### src/rtl/tilt_averager.sv
// tilt_averager: window averager feeding the spirit-level LED display.
//
// Accepts signed 16-bit tilt samples and averages each window of 2^LOG2_N
// samples. The average is floor-divided, so it rounds toward minus infinity.
// Each average is loaded into `data`. One cycle later `latch` rises and stays
// high for HOLD cycles. `data` is therefore stable for a full cycle before
// the rising edge of `latch` and for as long as `latch` stays high.
//
// Parameters:
//   LOG2_N  log2 of the window length (1..6), default 3 (8 samples)
//   HOLD    number of cycles `latch` stays high per strobe (>= 1)
//
// Ports:
//   clk           single clock, rising-edge active
//   rst           synchronous active-high reset
//   sample_in     signed 16-bit tilt sample
//   sample_valid  sample_in is accepted on every edge where this is high
//   data          registered signed average presented to the display
//   latch         registered capture strobe for the display
//   overrun       one-cycle pulse when an undelivered result is overwritten
//
// Build option:
//   TILT_CLAMP_EN  when defined, the value loaded into `data` is saturated
//                  to [-249, +249] so the display always lights a segment.
module tilt_averager #(
    parameter int LOG2_N = 3,
    parameter int HOLD   = 4
) (
    input  logic               clk,
    input  logic               rst,
    input  logic signed [15:0] sample_in,
    input  logic               sample_valid,
    output logic signed [15:0] data,
    output logic               latch,
    output logic               overrun
);

    localparam int AW = 16 + LOG2_N;
    localparam int HW = (HOLD > 1) ? $clog2(HOLD) : 1;
    localparam logic [HW-1:0] HOLD_LAST = HW'(HOLD - 1);

    typedef enum logic [1:0] {
        IDLE,
        SETUP,
        STROBE
    } state_t;

    state_t                 state_q, state_d;
    logic signed [AW-1:0]   acc_q, acc_d;
    logic signed [AW-1:0]   sum;
    logic [LOG2_N-1:0]      cnt_q, cnt_d;
    logic signed [15:0]     result_q, result_d;
    logic signed [15:0]     data_q, data_d;
    logic                   pending_q, pending_d;
    logic                   overrun_q, overrun_d;
    logic                   latch_q, latch_d;
    logic [HW-1:0]          hold_q, hold_d;
    logic                   win_done;
    logic                   consume;

    function automatic logic signed [15:0] clamp_out(input logic signed [15:0] v);
`ifdef TILT_CLAMP_EN
        if (v > 16'sd249) begin
            return 16'sd249;
        end else if (v < -16'sd249) begin
            return -16'sd249;
        end else begin
            return v;
        end
`else
        return v;
`endif
    endfunction

    // Accumulator and sample counter run independently of the output FSM.
    always_comb begin
        acc_d    = acc_q;
        cnt_d    = cnt_q;
        result_d = result_q;
        sum      = acc_q + $signed({{LOG2_N{sample_in[15]}}, sample_in});
        win_done = sample_valid && (cnt_q == '1);
        if (sample_valid) begin
            if (win_done) begin
                acc_d    = '0;
                cnt_d    = '0;
                // Dropping the low LOG2_N bits of the signed sum is an
                // arithmetic right shift, i.e. floor division. The upper 16
                // bits always hold the full average.
                result_d = sum[AW-1:LOG2_N];
            end else begin
                acc_d = sum;
                cnt_d = cnt_q + LOG2_N'(1);
            end
        end
    end

    // Output FSM: data loads in IDLE, latch rises after one SETUP cycle.
    always_comb begin
        state_d = state_q;
        latch_d = latch_q;
        hold_d  = hold_q;
        data_d  = data_q;
        consume = 1'b0;
        case (state_q)
            IDLE: begin
                latch_d = 1'b0;
                if (pending_q) begin
                    data_d  = clamp_out(result_q);
                    consume = 1'b1;
                    state_d = SETUP;
                end
            end
            SETUP: begin
                latch_d = 1'b1;
                hold_d  = '0;
                state_d = STROBE;
            end
            STROBE: begin
                latch_d = 1'b1;
                if (hold_q == HOLD_LAST) begin
                    latch_d = 1'b0;
                    hold_d  = '0;
                    state_d = IDLE;
                end else begin
                    hold_d = hold_q + HW'(1);
                end
            end
            default: begin
                latch_d = 1'b0;
                hold_d  = '0;
                state_d = IDLE;
            end
        endcase

        // A fresh window always wins over a same-edge consume. An overwrite
        // only counts when the older result was not delivered on this edge.
        pending_d = win_done ? 1'b1 : (consume ? 1'b0 : pending_q);
        overrun_d = win_done && pending_q && !consume;
    end

    always_ff @(posedge clk) begin
        if (rst) begin
            state_q   <= IDLE;
            acc_q     <= '0;
            cnt_q     <= '0;
            result_q  <= '0;
            data_q    <= '0;
            pending_q <= 1'b0;
            overrun_q <= 1'b0;
            latch_q   <= 1'b0;
            hold_q    <= '0;
        end else begin
            state_q   <= state_d;
            acc_q     <= acc_d;
            cnt_q     <= cnt_d;
            result_q  <= result_d;
            data_q    <= data_d;
            pending_q <= pending_d;
            overrun_q <= overrun_d;
            latch_q   <= latch_d;
            hold_q    <= hold_d;
        end
    end

    assign data    = data_q;
    assign latch   = latch_q;
    assign overrun = overrun_q;

endmodule

### config.mk
export PLATFORM = sky130hd
export DESIGN_NAME = tilt_averager
export DESIGN_NICKNAME = d
export VERILOG_FILES = /design/src/rtl/tilt_averager.sv
export SDC_FILE = /design/constraint.sdc
export NUM_CORES = 1
export LEC_CHECK = 0
export CAP_MARGIN = 15
export CORE_MARGIN = 2
export CORE_UTILIZATION = 33
export CTS_CLUSTER_DIAMETER = 100
export DETAILED_ROUTE_END_ITERATION = 12
export PLACE_DENSITY_LB_ADDON = 0.12
export SLEW_MARGIN = 25
export SYNTH_ARGS = -nofsm -noshare
export SYNTH_HDL_FRONTEND = slang
export SYNTH_SLANG_ARGS = --single-unit
### constraint.sdc
create_clock -name clk -period 5 [get_ports clk]
set_input_delay 0.5 -clock clk [delete_from_list [all_inputs] [get_ports clk]]
set_output_delay 0.5 -clock clk [all_outputs]
set_load 0.02 [all_outputs]
Yosys cells after proc, flatten, opt, wreduce, memory -nomap -nowiden
Index checks and enable logic that the tools add are counted.
{"block": "totals", "reg_bits": 61, "latchBits": 0, "mem_bits_rw": 0, "romBits": 0, "inputBits": 19, "word_cells": 40, "mem_count": 0}
{"block": "op_classes", "n_addsub": 3, "mul": 0, "div_mod_pow": 0, "magnitude_cmp": 0, "n_eq_ne": 6, "n_shift": 0, "mux": 13, "bitwise": 0, "reduce_logical": 9}
{"cell": "19-bit by 16-bit adder with 19-bit output", "n": 1}
{"cell": "19-bit two-way mux", "n": 1}
{"cell": "2-bit two-way mux", "n": 3}
{"cell": "2-bit one-hot mux with 3 select lines", "n": 1}
{"cell": "2-bit AND reduction", "n": 3}
{"cell": "1-bit two-way mux", "n": 5}
{"cell": "2-bit == test, second input constant", "n": 2}
{"cell": "2-bit != test, second input constant", "n": 2}
{"cell": "2-bit one-hot mux with 2 select lines", "n": 1}
{"cell": "3-bit by 1-bit adder with 3-bit output, second input constant", "n": 1}
{"cell": "3-bit == test, second input constant", "n": 1}
{"cell": "1-bit logical AND", "n": 3}
{"cell": "3-bit two-way mux", "n": 1}
{"cell": "2-bit by 1-bit adder with 2-bit output, second input constant", "n": 1}
{"cell": "2-bit by 1-bit == test with 1-bit output, second input constant", "n": 1}
{"cell": "2-bit logical NOT", "n": 1}
{"cell": "1-bit one-hot mux with 2 select lines", "n": 1}
{"cell": "2-bit nonzero test", "n": 1}
{"cell": "1-bit logical NOT", "n": 1}

Longest topological paths before layout
{"block": "logic_depth", "depth_word": 4, "ltp_mapped": 9}

Worst setup path after synthesis
No wires, ideal clock.
{"block": "synth_path", "path_type": "input -> register", "from": "input sample_in[0]", "to": "register result_q[15]", "arrival_time_ns": 2.367, "t_required_ns": 4.921, "path_slack_ns": 2.553, "path_stages": 9, "path_buffers": 0, "path_cell_list": "ha_1 -> fa_1 -> a21oi_1 -> o211a_1 -> nor4_1 -> nor3_1 -> o21a_2 -> xor3_1 -> a211oi_2"}
{"block": "synth_between", "elab_chain_len": 1}
{"item": "start: declaration", "line": "31", "source": "input logic signed [15:0] sample_in,"}
{"item": "19-bit by 16-bit adder with 19-bit output", "line": "80", "source": "sum = acc_q + $signed({{LOG2_N{sample_in[15]}}, sample_in});"}
{"item": "end signal: assignment", "line": "156", "source": "result_q <= result_d;"}
{"item": "end: declaration", "line": "52", "source": "logic signed [15:0] result_q, result_d;"}
Every way passes these cells.
A chain may end at the register's enable or synchronous reset.

Final worst setup path
Ends and elaborated chain as after synthesis.

==> metrics.yaml <==
placedInstanceArea_mm2: 0.00357
p_int_uw: 907
syn2layout_area_growth_pct: 19.7
fin_cells: 539
grt_max_degree: 59
final_cell_mix: "70 x nand2_1, 61 x a21oi_1, 61 x dfxtp_1"
r2r_end: "result_q[15]$_SDFFE_PP0P_"
combPwrFrac: 0.251
place_inst: 524
coreArea_mm2: 0.00924
finalSetupViolCount: 0
die_w_um: 102
criticalPathCategory: "input port to flop"
cts-resized-gates: 0
end_kind: "flop"
grt_pass1_wl_um: 12100
timing.final.crit_share: 0.558
async_flop_share: 0
htreeDepth: 3
cp_num_buf_inv: 1
crit_cells: 10
p_sw_uw: 396
synth_top_cell_area_share: 0.387
rsz0062_at_grt: "false"
io_pins: 37
grtUsageMet2: 0.243
yosys.area.top_type: "dfxtp_1"
drv_cap: 0
rr_worst_depth: 9
fin_hold_ws_ns: 0.451
crit_fanout: 4
synthTopCellsByArea: "dfxtp_1 39%, ha_1 9.9%, a21oi_1 9.7%"
worst_ep_arrival_time_ns: 3.04
drt-initial-drc-count: 94
synth_nets: 423
slowest_stage: "fa_1"
clkLatencyLatePin_ns: 0.33
dp_hpwl_um: 5300
p_seq_frac: 0.410
post-route-drc-count: 0
final.min_clock_period_ns: 2.79
cp-endpoint: "result_q[15]$_SDFFE_PP0P_"
hold_start: "result_q[4]$_SDFFE_PP0P_"
detail-route-antenna-nets: 0
final_area_mm2: 0.00378
dr_total_vias: 2660
ys_types: 46
gp_congestion: 0.807
maxSlewHeadroom: 0.382
grt-busiest-layer: "met2"
root_buffer: "clkbuf_8"
fmax_mhz: 359
startpoint_type: "input port"
vias_per_cell: 4.94
ys.flop_type: "dfxtp_1"
power_density_mw_per_mm2: 345
met1_usage: 0.189
timing.rr.start: "acc_q[0]$_SDFFE_PP0P_"
p_sw_frac: 0.304
crit_start: "sample_in[0]"
initial_core_util: 0.342
clk_transition_reported_paths_ns: 0.07
skew_ns: 0.00706
layout_commonest_cell: "nand2_1"
finalHoldViolCount: 0
wire_per_inst_um: 13.6
synth.avg_cell_area_um2: 8.35
gr-usage-met3: 0.0373
antenna_cells: 0
yosys_warnings: 0
clockBufferDepth: 2
cp.required_ns: 5.25
cts_tree: "done"
ctsHoldBuffers: 0
hold_path.class: "flop to flop"
worst_pin_slew_ns: 0.924
final_nets: 451
die_h_um: 102
die_area_mm2: 0.0104
syn_area_mm2: 0.00316
worstPathCellList: "clkdlybuf4s50_1, ha_1, fa_1, a21oi_1, o211a_1, nor4_1, nor3_1, o21a_2, xor3_1, a211oi_2"
grt_usage: 0.151
clkPwrFrac: 0.340
drt_pass1_iterations: 4
power.leakage_uw: 0.00141
reg2reg_slack_ns: 2.50
synth_edf_count: 0
setup_tns_ns: 0
cts_inserted_buffers: 9
antenna_found_initial: 0
cts_setup_buffers: 0
grt_pass1_vias: 2612
overflow: 0
synth_cells: 378
drive_above_1_share: 0.0488
outcome: "finished clean"
cts_sinks: 61
crit_family: "compound AO/OA/AOI/OAI gates"
peakVddDrop_v: 0.000130
wl_um: 7320
rows: 35
slew_viol_final: 0
min_path_cells: 2
critPathMaxStageDelay_ns: 0.43
synth_seq_area_share: 0.387
port-buffer-count: 36
synth-seq-cells: 61
sequential cells by signal, indices dropped and copies added, names as in the netlist:
name and cells:
latch 1, acc_q 19, cnt_q 3, state_q 2
overrun 1, result_q 16, pending_q 1, data 16
hold_q 2
worst register-to-register path: cells and delay by family, from the launching register on:
kind | cells | cell delay (ns)
fa+ha+maj | 2 | 0.64
flops | 1 | 0.31
compound gates | 4 | 0.89
xor+xnor | 1 | 0.24
simple gates | 2 | 0.35
worst min path at each step:
stage | slack, ns | endpoint
after floorplan | 0.43 | acc_q[13]$_SDFFE_PP0P_
after global placement | 0.44 | acc_q[15]$_SDFFE_PP0P_
after detailed placement | 0.45 | data[6]$_SDFFE_PP0P_
after CTS | 0.46 | data[6]$_SDFFE_PP0P_
after global routing | 0.47 | data[0]$_SDFFE_PP0P_
final | 0.45 | data[4]$_SDFFE_PP0P_
area by class of cell:
class	count	area, um2
clock buffers	11	151
clock inverters	4	47.5
fillers	987	5460
inverters	6	22.5
multi-input cells	292	1810
flip-flops and latches	61	1220
well taps	129	161
repair buffers	36	358
power groups by stage:
stage,registers [uW],logic (uW),clock network [uW]
after floorplan,538,256,0
after global placement,544,329,0
after detailed placement,544,328,0
after CTS,534,330,455
after global routing,538,365,480
final,534,327,443
synthesized netlist by cell type (all sizes together) (2+ instances only):
| cell | number |
|---|---|
| ha | 25 |
| o21ai | 12 |
| nor3b | 2 |
| and2 | 4 |
| inv | 6 |
| dfxtp | 61 |
| mux2i | 5 |
| a21o | 3 |
| nand4b | 4 |
| nand2b | 3 |
| o21bai | 3 |
| nand2 | 70 |
| o31ai | 2 |
| nand3 | 5 |
| nor2b | 13 |
| clkbuf | 14 |
| xnor2 | 8 |
| a21oi | 61 |
| xor2 | 7 |
| nor3 | 3 |
| or4 | 3 |
| a211oi | 3 |
| nor2 | 24 |
| o21a | 3 |
| a22o | 7 |
| nand4 | 5 |
| buf | 5 |
| nand3b | 5 |
logic make-up (layout without fill, tap and decap cells):
kind of cell / Yosys count / after routing / synth area share
and+or+nand+nor: 145 / 145 / 0.218
xor gates and xnor gates: 16 / 16 / 0.0492
muxes: 5 / 5 / 0.0159
AOI/OAI and AO/OA: 100 / 100 / 0.187
DFF: 61 / 61 / 0.387
adders and majority gates: 26 / 26 / 0.105
buffers and inverters: 25 / 57 / 0.0381
through the flow:
| step | util | total power, uW | worst slack, ns |
|---|---|---|---|
| 2_1_floorplan | - | 795 | 2.55 |
| 3_3_place_gp | 0.387 | 873 | 1.90 |
| 3_5_place_dp | 0.387 | 873 | 1.88 |
| 4_1_cts | 0.408 | 1320 | 2.22 |
| 5_1_grt | 0.409 | 1380 | 2.04 |
| 6_report | 0.409 | 1300 | 2.21 |
metal layers:
metal  share of wire  wire length (um)
met5               0                 0
met4           0.024               177
met3           0.033               241
met2            0.46              3370
met1            0.48              3530
Note: power is estimated with default switching activity, not from simulation.
